<file path="config.mk">
export PLATFORM = sky130hd
export DESIGN_NAME = mdu_ctrl_flat
export DESIGN_NICKNAME = d
export VERILOG_FILES = /design/src/rtl/mdu_ctrl_if.sv /design/src/rtl/mdu_ctrl.sv /design/src/flat_wrapper.sv
export SDC_FILE = /design/constraint.sdc
export NUM_CORES = 1
export LEC_CHECK = 0
export BUFFER_PORTS_ARGS = -buffer_cell sky130_fd_sc_hd__clkbuf_2
export CAP_MARGIN = 20
export CORE_MARGIN = 8
export CORE_UTILIZATION = 45
export DETAILED_ROUTE_END_ITERATION = 6
export PLACE_DENSITY_LB_ADDON = 0.2
export SLEW_MARGIN = 20
export SYNTH_ARGS = -nofsm -noshare
export SYNTH_HDL_FRONTEND = slang
export SYNTH_SLANG_ARGS = --single-unit
</file>
<file path="constraint.sdc">
create_clock -name cpu_clk_50M -period 6.8 [get_ports cpu_clk_50M]
set_input_delay 1.7 -clock cpu_clk_50M [delete_from_list [all_inputs] [get_ports cpu_clk_50M]]
set_output_delay 1.7 -clock cpu_clk_50M [all_outputs]
set_load 0.05 [all_outputs]
</file>
<file path="src/rtl/mdu_ctrl_if.sv">
// Execute-stage <-> multiply/divide controller request and HI/LO result bundle.
// Request side: start/op/opa/opb/flush.
// Response side: stall_req/busy/hilo_we/hi_wdata/lo_wdata.
// Ports (master = execute stage, slave = mdu_ctrl):
//   start, op[1:0], opa, opb, flush        : master -> slave
//   stall_req, busy, hilo_we, hi/lo_wdata  : slave -> master
interface mdu_ctrl_if #(
  parameter int DATA_W = 32
);
  logic              start;
  logic [1:0]        op;
  logic [DATA_W-1:0] opa;
  logic [DATA_W-1:0] opb;
  logic              flush;
  logic              stall_req;
  logic              busy;
  logic              hilo_we;
  logic [DATA_W-1:0] hi_wdata;
  logic [DATA_W-1:0] lo_wdata;

  modport master (
    output start, op, opa, opb, flush,
    input  stall_req, busy, hilo_we, hi_wdata, lo_wdata
  );

  modport slave (
    input  start, op, opa, opb, flush,
    output stall_req, busy, hilo_we, hi_wdata, lo_wdata
  );
endinterface

</file>
<file path="src/rtl/mdu_ctrl.sv">
// Iterative MULT/MULTU/DIV/DIVU sequencer writing the HI/LO pair.
// Latency: request cycle 0, single hilo_we strobe in cycle DATA_W+1.
// Backpressure: stall_req holds the pipeline for cycles 0..DATA_W; flush aborts at any time.
// Ports:
//   cpu_clk_50M : rising-edge clock
//   cpu_rst_n   : asynchronous active-low reset
//   bus         : slave side of mdu_ctrl_if (request in, stall/busy/HI-LO write out)
module mdu_ctrl #(
  parameter int DATA_W = 32
) (
  input  logic       cpu_clk_50M,
  input  logic       cpu_rst_n,
  mdu_ctrl_if.slave  bus
);
  localparam int              CNT_W = $clog2(DATA_W);
  localparam logic [CNT_W-1:0] LAST = CNT_W'(DATA_W - 1);

  typedef enum logic [1:0] {IDLE, RUN, FIX} state_t;

  state_t              state, state_nxt;
  logic [CNT_W-1:0]    cnt, cnt_nxt;
  // Multiply: {partial product high, multiplier/product low}.
  // Divide:   {partial remainder, dividend shifting out / quotient shifting in}.
  logic [2*DATA_W-1:0] acc, acc_nxt;
  // Multiplicand for multiply, divisor for divide (both magnitudes).
  logic [DATA_W-1:0]   opnd, opnd_nxt;
  logic                sign_a, sign_a_nxt;
  logic                sign_b, sign_b_nxt;
  logic [1:0]          op_q, op_q_nxt;
  logic [DATA_W-1:0]   hold_hi, hold_lo;
  logic                stall;

  // ---------------- request decode ----------------
  logic              req_signed, req_div0, req_ok;
  logic [DATA_W-1:0] abs_a, abs_b;

  assign req_signed = ~bus.op[0];
  assign req_div0   = bus.op[1] && (bus.opb == '0);
  assign req_ok     = bus.start && !bus.flush && !req_div0;
  // 0x80000000 maps onto itself, which is the correct unsigned magnitude.
  assign abs_a = (req_signed && bus.opa[DATA_W-1]) ? -bus.opa : bus.opa;
  assign abs_b = (req_signed && bus.opb[DATA_W-1]) ? -bus.opb : bus.opb;

  // ---------------- one iteration ----------------
  logic [DATA_W:0]     mul_sum, div_shift, div_diff;
  logic [2*DATA_W-1:0] mul_step, div_step;

  // Shift-add: add multiplicand into the upper half when the multiplier LSB
  // is set, then shift the whole accumulator (with carry) right by one.
  assign mul_sum  = {1'b0, acc[2*DATA_W-1:DATA_W]} + (acc[0] ? {1'b0, opnd} : '0);
  assign mul_step = {mul_sum, acc[DATA_W-1:1]};

  // Restoring divide: bring the next dividend bit into the remainder, try a
  // subtract, keep it only when it does not borrow.
  assign div_shift = {acc[2*DATA_W-1:DATA_W], acc[DATA_W-1]};
  assign div_diff  = div_shift - {1'b0, opnd};
  assign div_step  = div_diff[DATA_W] ? {div_shift[DATA_W-1:0], acc[DATA_W-2:0], 1'b0}
                                      : {div_diff[DATA_W-1:0],  acc[DATA_W-2:0], 1'b1};

  // ---------------- sign correction ----------------
  logic                op_signed, neg_res;
  logic [2*DATA_W-1:0] prod_fix;
  logic [DATA_W-1:0]   fix_hi, fix_lo;

  assign op_signed = ~op_q[0];
  assign neg_res   = op_signed && (sign_a ^ sign_b);
  assign prod_fix  = neg_res ? -acc : acc;

  always_comb begin
    fix_hi = prod_fix[2*DATA_W-1:DATA_W];
    fix_lo = prod_fix[DATA_W-1:0];
    if (op_q[1]) begin
      // Quotient sign follows sign_a^sign_b, remainder follows the dividend.
      fix_lo = neg_res ? -acc[DATA_W-1:0] : acc[DATA_W-1:0];
      fix_hi = (op_signed && sign_a) ? -acc[2*DATA_W-1:DATA_W] : acc[2*DATA_W-1:DATA_W];
    end
  end

  // ---------------- FSM next state ----------------
  always_comb begin
    state_nxt  = state;
    cnt_nxt    = cnt;
    acc_nxt    = acc;
    opnd_nxt   = opnd;
    sign_a_nxt = sign_a;
    sign_b_nxt = sign_b;
    op_q_nxt   = op_q;
    stall      = 1'b0;
    case (state)
      IDLE: begin
        // The request cycle itself stalls; divide-by-zero is dropped silently.
        stall = req_ok;
        if (req_ok) begin
          state_nxt  = RUN;
          cnt_nxt    = '0;
          op_q_nxt   = bus.op;
          sign_a_nxt = req_signed & bus.opa[DATA_W-1];
          sign_b_nxt = req_signed & bus.opb[DATA_W-1];
          acc_nxt    = {{DATA_W{1'b0}}, (bus.op[1] ? abs_a : abs_b)};
          opnd_nxt   = bus.op[1] ? abs_b : abs_a;
        end
      end
      RUN: begin
        stall   = 1'b1;
        acc_nxt = op_q[1] ? div_step : mul_step;
        cnt_nxt = cnt + 1'b1;
        if (cnt == LAST) begin
          state_nxt = FIX;
          cnt_nxt   = '0;
        end
      end
      FIX: begin
        state_nxt = IDLE;
      end
      default: begin
        state_nxt = IDLE;
      end
    endcase
    // Flush wins over a new request and over FIX completion.
    if (bus.flush) begin
      state_nxt = IDLE;
      cnt_nxt   = '0;
    end
  end

  // ---------------- registers ----------------
  always_ff @(posedge cpu_clk_50M or negedge cpu_rst_n) begin
    if (!cpu_rst_n) begin
      state  <= IDLE;
      cnt    <= '0;
      acc    <= '0;
      opnd   <= '0;
      sign_a <= 1'b0;
      sign_b <= 1'b0;
      op_q   <= '0;
    end else begin
      state  <= state_nxt;
      cnt    <= cnt_nxt;
      acc    <= acc_nxt;
      opnd   <= opnd_nxt;
      sign_a <= sign_a_nxt;
      sign_b <= sign_b_nxt;
      op_q   <= op_q_nxt;
    end
  end

  // Result ports show the last written HI/LO outside the write cycle.
  always_ff @(posedge cpu_clk_50M or negedge cpu_rst_n) begin
    if (!cpu_rst_n) begin
      hold_hi <= '0;
      hold_lo <= '0;
    end else if (bus.hilo_we) begin
      hold_hi <= fix_hi;
      hold_lo <= fix_lo;
    end
  end

  // ---------------- outputs ----------------
  // Gated by reset so a request held high during reset cannot raise stall.
  assign bus.stall_req = stall & cpu_rst_n;
  assign bus.busy      = (state != IDLE);
  assign bus.hilo_we   = (state == FIX) && !bus.flush;
  assign bus.hi_wdata  = bus.hilo_we ? fix_hi : hold_hi;
  assign bus.lo_wdata  = bus.hilo_we ? fix_lo : hold_lo;

endmodule

</file>
<file path="src/flat_wrapper.sv">
// flat-port wrapper written by rule: the top's interface ports become plain ports
module mdu_ctrl_flat 
#(
  parameter int DATA_W = 32
)
  (cpu_clk_50M, cpu_rst_n, bus_start, bus_op, bus_opa, bus_opb, bus_flush, bus_stall_req, bus_busy, bus_hilo_we, bus_hi_wdata, bus_lo_wdata);
  mdu_ctrl_if #(.DATA_W(DATA_W)) bus_i ();
  input  logic cpu_clk_50M;
  input  logic cpu_rst_n;
  input wire logic [$bits(bus_i.start)-1:0] bus_start;
  input wire logic [$bits(bus_i.op)-1:0] bus_op;
  input wire logic [$bits(bus_i.opa)-1:0] bus_opa;
  input wire logic [$bits(bus_i.opb)-1:0] bus_opb;
  input wire logic [$bits(bus_i.flush)-1:0] bus_flush;
  output wire logic [$bits(bus_i.stall_req)-1:0] bus_stall_req;
  output wire logic [$bits(bus_i.busy)-1:0] bus_busy;
  output wire logic [$bits(bus_i.hilo_we)-1:0] bus_hilo_we;
  output wire logic [$bits(bus_i.hi_wdata)-1:0] bus_hi_wdata;
  output wire logic [$bits(bus_i.lo_wdata)-1:0] bus_lo_wdata;
  assign bus_i.start = bus_start;
  assign bus_i.op = bus_op;
  assign bus_i.opa = bus_opa;
  assign bus_i.opb = bus_opb;
  assign bus_i.flush = bus_flush;
  assign bus_stall_req = bus_i.stall_req;
  assign bus_busy = bus_i.busy;
  assign bus_hilo_we = bus_i.hilo_we;
  assign bus_hi_wdata = bus_i.hi_wdata;
  assign bus_lo_wdata = bus_i.lo_wdata;
  mdu_ctrl #(.DATA_W(DATA_W)) u_core (.cpu_clk_50M(cpu_clk_50M), .cpu_rst_n(cpu_rst_n), .bus(bus_i));
endmodule
</file>
* Word-level counts from Yosys, hierarchy flattened *
Index checks and enable logic that the tools add are counted.
W data, S select, Z words.

word-level totals
  bits in registers = 171
  bits of input ports = 70
  output and inout port bits = 67
  word-level logic and storage cells = 73

cells by class
  add/sub/neg operators = 8
  equality and inequality tests = 6
  multiplexer cells = 25
  bitwise logic cells = 6
  reduce and logical (&&, ||, !) cells = 19

operators with widths
  cell                   count
  $mux W32               11
  $mux W64               4
  $neg A32 Y32           4
  $pmux W64 S2           1
  $neg A64 Y64           1
  $add A32 B33 Y33       1
  $sub A33 B32 Y33       1
  $logic_not A32 Y1      1
  $mux W5                3
  $pmux W5 S2            1
  $logic_and A1 B1 Y1    8
  $reduce_and A2 Y1      4
  $mux W2                3
  $ne A3 B2 Y1 const B   2
  $add A5 B1 Y5 const B  1
  $eq A5 B5 Y1 const B   1
  $pmux W2 S2            1
  $reduce_bool A2 Y1     2
  $and A1 B1 Y1          3
  $reduce_bool A3 Y1     1
  $eq A2 B1 Y1 const B   1
  $eq A2 B2 Y1 const B   1
  $logic_not A1 Y1       2
  $logic_not A2 Y1       1
  4 further kinds        5

* Longest topological paths before layout *
Gate-level depths: netlist of run 1.

  depth after elaboration = 7
  gate-level depth with buffers = 15
  mapped depth without buffers = 14

* Least setup slack after synthesis of run 1 *
No wires, ideal clock.

  path type = input to output
  start point = input port bus_opb[0]
  end point = output port bus_stall_req
  data arrival time = 4316 ps
  required time = 5100 ps
  slack = 784 ps
  cell stages on the path = 10
  cells stage by stage = inv_1 ha_1 and2_1 and3_1 nand4_1 o21ai_1 nor4_1 nor2_1 clkbuf_1 nor3b_1

on the way
  word-level cells in the longest chain between the ends = 6

RTL lines
  what                 line                source
  start: declaration   flat_wrapper.sv:13  input wire logic [$bits(bus_i.opb)-1:0] bus_opb;
  $logic_not A32 Y1    mdu_ctrl.sv:38      assign req_div0 = bus.op[1] && (bus.opb == '0);
  $logic_and A1 B1 Y1  mdu_ctrl.sv:38
  $logic_not A1 Y1     mdu_ctrl.sv:39      assign req_ok = bus.start && !bus.flush && !req_div0;
  $logic_and A1 B1 Y1  mdu_ctrl.sv:39
  $pmux W1 S2          mdu_ctrl.sv:89      case (state)
  $and A1 B1 Y1        mdu_ctrl.sv:160     assign bus.stall_req = stall & cpu_rst_n;
  end: declaration     flat_wrapper.sv:15  output wire logic [$bits(bus_i.stall_req)-1:0] bus_stall_req;

No other way between the ends.

* Final worst setup path of run 1 *
  start point = register u_core.acc[0]
  end point = output port bus_hi_wdata[28]

on the way
  word-level cells in the longest chain between the ends = 4

RTL lines
  what                      line                source
  start: declaration        mdu_ctrl.sv:24      logic [2*DATA_W-1:0] acc, acc_nxt;
  start signal: assignment  mdu_ctrl.sv:139     acc <= acc_nxt;
  $neg A64 Y64              mdu_ctrl.sv:67      assign prod_fix = neg_res ? -acc : acc;
  $mux W64                  mdu_ctrl.sv:67
  $mux W32                  mdu_ctrl.sv:72      if (op_q[1]) begin
  $mux W32                  mdu_ctrl.sv:163     assign bus.hi_wdata = bus.hilo_we ? fix_hi : hold_hi;
  end: declaration          flat_wrapper.sv:18  output wire logic [$bits(bus_i.hi_wdata)-1:0] bus_hi_wdata;

No other way between the ends.

==> impl_metrics.env, run 1 <==
export IMPL_drtAntennaViolNets=0
export IMPL_synth_area_top_cells="dfrtp_1 29%, ha_1 6.0%, nand2_1 5.7%, xnor2_1 5.5%, xor2_1 5.1%"
export IMPL_timing_critical_path_required_ns=5.10
export IMPL_layout_drive_gt1_share_pct=11.9
export IMPL_tns_ns=0
export IMPL_yosys_warnings=0
export IMPL_drv_cap=0
export IMPL_violations="design-rule violations"
export IMPL_cts_resized_gates=0
export IMPL_cts_buffers=17
export IMPL_synth_most_common_cell="nand2_1"
export IMPL_track_usage_pct=25.0
export IMPL_clk_pin_slew_ns=0.08
export IMPL_area_delta_synth_final_pct=10.5
export IMPL_diodes=0
export IMPL_grt_pass1_wl_um=76300
export IMPL_drt_iter0_markers=1417
export IMPL_routabilityCongestion=0.935
export IMPL_tightest_slew_ns=1.16
export IMPL_cp_arrival_ns=4.16
export IMPL_critPathCaptureType="primary output"
export IMPL_cts_setup_buffers=0
export IMPL_period_minus_slack_ns=5.86
export IMPL_grt_pass1_vias=13300
export IMPL_slowest_stage="or4_4"
export IMPL_num_vias=14000
export IMPL_wl_per_cell_um=20.7
export IMPL_rsz0062_at_grt="false"
export IMPL_yosysUniqueCellTypes=78
export IMPL_clock_root_buffer="clkbuf_16"
export IMPL_min_period_over_period_pct=86.2
export IMPL_drc=1
export IMPL_maxSlewHeadroom_pct=22.8
export IMPL_overflow=0
export IMPL_final_nets=2056
export IMPL_cts_max_level=4
export IMPL_drtPass1Iterations=7
export IMPL_holdCritPathClass="reg2reg"
export IMPL_cts_hold_buffers=0
export IMPL_power_leakage_nw=7.27
export IMPL_syn_cell_area_sq_mm=0.0146
export IMPL_die_y_um=196
export IMPL_drv_slew=0
export IMPL_netlist_instances=1864
export IMPL_final_setup_viol_count=0
export IMPL_drt_total_wl_um=49100
export IMPL_irDropWorstVdd_v=0.000222
export IMPL_placementRows=66
export IMPL_final_util_pct=50.1
export IMPL_synth_flop_cell="dfrtp_1"
export IMPL_antenna_found_initial=0
export IMPL_status="finished with violations"
export IMPL_clock_skew_ns=0.0119
export IMPL_fp_coreArea_sq_mm=0.0323
export IMPL_start_util_pct=45.3
export IMPL_clockBufferDepth=2
export IMPL_cpPeakStageDelay_ns=0.58
export IMPL_synth_edff_count=0
export IMPL_crit_path_max_fanout=7
export IMPL_clk_latency_ns=0.46
export IMPL_critPathKind="reg2out"
export IMPL_fmax_ghz=0.171
export IMPL_synth_nets=2006
export IMPL_synth_largest_area_cell="dfrtp_1"
export IMPL_cts_sinks=171
export IMPL_dieArea_sq_mm=0.0385
export IMPL_via_per_inst=5.92
export IMPL_syn_area_per_cell_sq_um=7.85
export IMPL_cp_cell_sequence="inv_1 -> ha_1 -> nor4b_1 -> nand2_1 -> or4_4 -> nor2_1 -> and2_1 -> nand3_1 -> o41ai_1 -> o22ai_1 -> xnor2_1 -> o21ai_1 -> clkbuf_2"
export IMPL_synth_top_area_share_pct=29.3
export IMPL_hold_viol_final=0
export IMPL_die_width_um=196
export IMPL_cts_tree="done"
export IMPL_io_pins=137
export IMPL_grt_max_degree=106
export IMPL_synth_common_cells="224 x nand2_1, 171 x dfrtp_1, 158 x nor2_1, 143 x o21ai_0, 132 x a21oi_1"
export IMPL_portBuffers=136
export IMPL_critPathLaunchType="flop"
export IMPL_ys_seq_area_share_pct=29.3
export IMPL_post_dp_hpwl_um=37600
export IMPL_power_density_mw_per_mm2=384
export IMPL_synth_async_reset_ratio_pct=100
export IMPL_ys_ff_latch=171
==> through the flow <==
stage	setup slack (ns)	hold WS, ns	instance area, sq um	instances	power (mW)
6_report	0.936	0.488	16200	2369	6.22
5_1_grt	0.623	0.517	16200	2369	6.64
4_1_cts	0.939	0.488	16200	2369	6.17
3_5_place_dp	1.38	0.471	15600	2337	5.12
3_3_place_gp	1.48	0.465	15600	2337	5.08
2_1_floorplan	0.784	0.450	14600	1864	4.17
==> critical path: cells and delay by family (launching register included) <==
kind                     cells  cell delay (ns)
AO/OA/AOI/OAI                3             0.72
XOR/XNOR                     1             0.15
adder cells (fa/ha/maj)      1             0.21
buffers and inverters        2             0.43
flip-flops                   1             0.45
AND/OR/NAND/NOR              6             1.73
==> report_power, final <==
| group | leakage [nW] | internal (mW) | switching, mW | total (mW) |
|---|---|---|---|---|
| logic | 4.75 | 1.42 | 2.09 | 3.51 |
| registers | 2.22 | 1.20 | 0.461 | 1.67 |
| clock network | 0.299 | 0.573 | 0.465 | 1.04 |
| total | 7.27 | 3.19 | 3.02 | 6.22 |
==> cell usage in the layout (no fill, tap or decap), drive strengths merged, types with 19 or more instances in the layout <==
| cell type | synthesis | routed |
|---|---|---|
| a211oi | 42 | 42 |
| a22oi | 23 | 23 |
| dfrtp | 171 | 171 |
| o21ai | 213 | 213 |
| o221ai | 19 | 19 |
| nand3 | 33 | 33 |
| a21oi | 133 | 133 |
| xnor2 | 92 | 92 |
| o31ai | 19 | 19 |
| mux2i | 53 | 53 |
| nand2b | 24 | 24 |
| a31oi | 24 | 24 |
| xor2 | 86 | 86 |
| nor3 | 47 | 47 |
| clkbuf | 96 | 155 |
| ha | 70 | 70 |
| inv | 64 | 67 |
| nand2 | 224 | 224 |
| a21o | 39 | 39 |
| nor2 | 158 | 158 |
==> routing by layer <==
layer	part of all wire, %	track usage, %	up-vias
li1	-	-	6782
met1	47	35.5	6668
met2	45	39.2	496
met3	6.0	3.51	73
met4	2.4	7.05	0
met5	0	0	-
==> final timing paths <==
check | start | endpoint | slack [ns] | cells past startpoint
min in group asynchronous | cpu_rst_n | u_core.cnt[1]$_DFFE_PN0P_ | 1.19 | 1
worst min-delay path | u_core.opnd[19]$_DFFE_PN0P_ | u_core.opnd[19]$_DFFE_PN0P_ | 0.49 | 2
max in group asynchronous | cpu_rst_n | u_core.hold_hi[9]$_DFF_PN0_ | 3.55 | 3
worst max-delay path | u_core.acc[0]$_DFFE_PN0P_ | bus_hi_wdata[28] | 0.94 | 13
worst min register to register | u_core.opnd[19]$_DFFE_PN0P_ | u_core.opnd[19]$_DFFE_PN0P_ | 0.49 | 2
worst max register to register | u_core.acc[0]$_DFFE_PN0P_ | u_core.acc[62]$_DFFE_PN0P_ | 2.69 | 14
==> final cells by class <==
type / count / area, sq um
well taps: 442 / 553
clock inverters: 12 / 160
fillers: 3164 / 16100
multi-input cells: 1509 / 9680
flip-flops and latches: 171 / 4280
clock buffers: 20 / 457
inverters: 64 / 240
repair buffers: 151 / 800
==> registers in the layout, indices dropped and copies added (netlist names) <==
signal / flops
u_core.op_q: 2
u_core.state: 2
u_core.cnt: 5
u_core.opnd: 32
u_core.sign_b: 1
u_core.acc: 64
u_core.hold_lo: 32
u_core.sign_a: 1
u_core.hold_hi: 32
==> cell families (layout without fill, tap and decap cells) <==
group / Yosys count / in the layout / share of synthesized area (%)
AOI/OAI and AO/OA: 593 / 593 / 25.1
adders and majority gates: 72 / 72 / 6.26
DFF: 171 / 171 / 29.3
muxes: 62 / 62 / 4.32
and+or+nand+nor: 604 / 604 / 19.5
buffers and inverters: 184 / 247 / 4.88
xor gates and xnor gates: 178 / 178 / 10.7
Power figures use the tool's default switching activity.
==> run 2: changes to the inputs <==
Settings changed: ABC_AREA set to 1, CELL_PAD_IN_SITES_DETAIL_PLACEMENT set to 2, CELL_PAD_IN_SITES_GLOBAL_PLACEMENT set to 2, CORE_UTILIZATION 45 to 35.
==> run 2 against run 1 <==
  * The run now ends clean
  * Setup slack better by 0.39 ns
  * Worst hold slack worse by 0.0016 ns
  * Power grew 20%
  * Critical path depth shrank 7
  * Sequential share of layout area fell by 4.7 points
  * Clock skew increased by 0.011 ns
  * Non-clock buffer count is 5 higher
  * Via count increased by 50%
  * Utilization is 11 points lower
  * Global-route usage rose by 4.4 points
  * Synthesized cell count rose by 64%
  * Critical path type is now in2out
  * Largest power group unchanged
  * Highest routed layer is now met5
==> impl_metrics.env, run 2 <==
export IMPL_busiest_layer="met2"
export IMPL_period_minus_slack_ns=5.48
export IMPL_drv_slew=0
export IMPL_ys_ff_latch=171
export IMPL_fmax_ghz=0.183
export IMPL_yosysUniqueCellTypes=49
export IMPL_largest_register_ffs=64
export IMPL_power_density_mw_per_mm2=379
export IMPL_min_period_over_period_pct=80.5
export IMPL_post_dp_hpwl_um=71400
export IMPL_synth_area_top_cells="dfrtp_1 24%, nand2_1 21%, nand3_1 11%, inv_1 9.2%, nor2_1 6.3%"
export IMPL_synth_common_cells="988 x nand2_1, 438 x inv_1, 381 x nand3_1, 300 x nor2_1, 171 x dfrtp_1"
export IMPL_grt_pass1_wl_um=136000
export IMPL_yosys_warnings=0
export IMPL_crit_top_cell="clkbuf_2"
export IMPL_cts_setup_buffers=0
export IMPL_cts_max_level=4
export IMPL_maxSlewHeadroom_pct=29.0
export IMPL_cts_sinks=171
export IMPL_synth_flop_cell="dfrtp_1"
export IMPL_cts_tree="done"
export IMPL_antenna_found_initial=1
export IMPL_post_place_cells=3787
export IMPL_die_width_um=242
export IMPL_synth_largest_area_cell="dfrtp_1"
export IMPL_synth_nets=3199
export IMPL_netlist_instances=3057
export IMPL_final_common_cell="nand2_1"
export IMPL_final_setup_viol_count=0
export IMPL_critPathKind="in2out"
export IMPL_cpPeakStageDelay_ns=0.43
export IMPL_grtUsageMet3_pct=3.03
export IMPL_cts_buffers=17
export IMPL_area_delta_synth_final_pct=10.3
export IMPL_power_leakage_nw=10.7
export IMPL_critPathCaptureType="primary output"
export IMPL_layout_common_cells="988 x nand2_1, 437 x inv_1, 381 x nand3_1"
export IMPL_drt_iter0_markers=1198
export IMPL_rsz0062_at_grt="false"
export IMPL_status="complete, no violations"
export IMPL_syn_area_per_cell_sq_um=5.83
export IMPL_crit_path_max_fanout=62
export IMPL_num_vias=21100
export IMPL_holdPathStages=2
export IMPL_drtAntennaViolNets=0
export IMPL_track_usage_pct=29.4
export IMPL_dieArea_sq_mm=0.0584
export IMPL_clk_pin_slew_ns=0.09
export IMPL_irDropWorstVdd_v=0.000248
export IMPL_cp_arrival_ns=3.78
export IMPL_fin_hold_ws_ns=0.486
export IMPL_die_y_um=242
export IMPL_final_nets=3276
export IMPL_use_met2_pct=49.5
export IMPL_synth_async_reset_ratio_pct=100
export IMPL_worst_slack_ns=1.32
export IMPL_synth_most_common_cell="nand2_1"
export IMPL_grt_util_met1_pct=38.6
export IMPL_diodes=0
export IMPL_clock_skew_ns=0.0227
export IMPL_hold_viol_final=0
export IMPL_dp_worst_setup_slack_ns=1.31
export IMPL_grt_pass1_vias=23200
export IMPL_syn_cell_area_sq_mm=0.0178
export IMPL_drt_total_wl_um=87900
export IMPL_grt_max_degree=79
export IMPL_clock_root_buffer="clkbuf_16"
export IMPL_synth_edff_count=0
export IMPL_clk_latency_ns=0.50
export IMPL_synth_top_area_share_pct=24.0
export IMPL_via_per_inst=5.51
export IMPL_drtPass1Iterations=5
export IMPL_cp_cell_sequence="clkbuf_2 -> nor3_4 -> inv_2 -> buf_4 -> o21ai_0 -> clkbuf_2"
export IMPL_wl_per_cell_um=23.0
export IMPL_final_cells=3819
export IMPL_drc=0
export IMPL_tightest_slew_ns=1.05
export IMPL_clockBufferDepth=2
export IMPL_drv_cap=0
export IMPL_cts_hold_buffers=0
export IMPL_io_pins=137
export IMPL_overflow=0
export IMPL_critPathLaunchType="input pin"
export IMPL_placementRows=82
export IMPL_timing_critical_path_required_ns=5.10
export IMPL_cts_resized_gates=0
export IMPL_tns_ns=0
export IMPL_portBuffers=136
export IMPL_slowest_stage="inv_2"
export IMPL_layout_drive_gt1_share_pct=7.69
export IMPL_routabilityCongestion=0.959
export IMPL_start_util_pct=35.5
export IMPL_holdCritPathClass="reg2reg"
export IMPL_top_register="u_core.acc"
export IMPL_reg2regPathDepth=12
export IMPL_ys_seq_area_share_pct=24.0
export IMPL_fp_coreArea_sq_mm=0.0502
==> run 2: final cells by class <==
class / count / area, sq um
Fill cell: 6422 / 30500
Multi-Input combinational cell: 2340 / 11400
Sequential cell: 171 / 4280
Inverter: 448 / 1680
Tap cell: 672 / 841
Timing Repair Buffer: 156 / 837
Clock buffer: 17 / 425
Clock inverter: 15 / 200
==> run 2: final timing paths <==
| path | start | slack [ns] | to |
|---|---|---|---|
| worst max-delay path | bus_flush | 1.32 | bus_hi_wdata[5] |
| worst min-delay path | u_core.hold_hi[25]$_DFF_PN0_ | 0.49 | u_core.hold_hi[25]$_DFF_PN0_ |
| worst max register to register | u_core.acc[58]$_DFFE_PN0P_ | 3.25 | u_core.acc[46]$_DFFE_PN0P_ |
| worst min register to register | u_core.hold_hi[25]$_DFF_PN0_ | 0.49 | u_core.hold_hi[25]$_DFF_PN0_ |
| max in group asynchronous | cpu_rst_n | 4.37 | u_core.hold_hi[19]$_DFF_PN0_ |
| min in group asynchronous | cpu_rst_n | 1.29 | u_core.acc[31]$_DFFE_PN0P_ |
==> run 2: layer usage <==
metal,wire [um],vias up
met4,3130,2
met2,41300,403
met5,12,-
met1,40500,10600
met3,2920,128
li1,-,9895
==> run 2: cells by family after synthesis <==
kind of cell / after synthesis / share of synthesized area (%)
XOR/XNOR: 84 / 4.13
flip-flops: 171 / 24.0
adder cells (fa/ha/maj): 72 / 5.14
AO/OA/AOI/OAI: 373 / 11.3
AND/OR/NAND/NOR: 1811 / 43.2
buffers and inverters: 546 / 12.2
==> run 2: per-stage QoR <==
| stage | power [mW] | area, sq um | util, % |
|---|---|---|---|
| floorplan | 4.62 | 17800 | - |
| global placement | 6.06 | 19000 | 37.9 |
| detailed placement | 6.27 | 19000 | 37.9 |
| CTS | 7.40 | 19600 | 39.2 |
| global route | 7.99 | 19600 | 39.2 |
| finish | 7.45 | 19600 | 39.2 |
==> run 2: power by group <==
part           total [mW]  switching (mW)  leakage, nW  internal [mW]
logic                4.71            3.35         8.28           1.36
registers            1.67           0.466         2.13           1.21
clock network        1.07           0.536        0.297          0.533
==> run 2: worst max-delay path, delay by kind of cell <==
family | cells | cell delay (ns)
buffers and inverters | 4 | 1.34
and+or+nand+nor | 1 | 0.38
AOI/OAI and AO/OA | 1 | 0.34
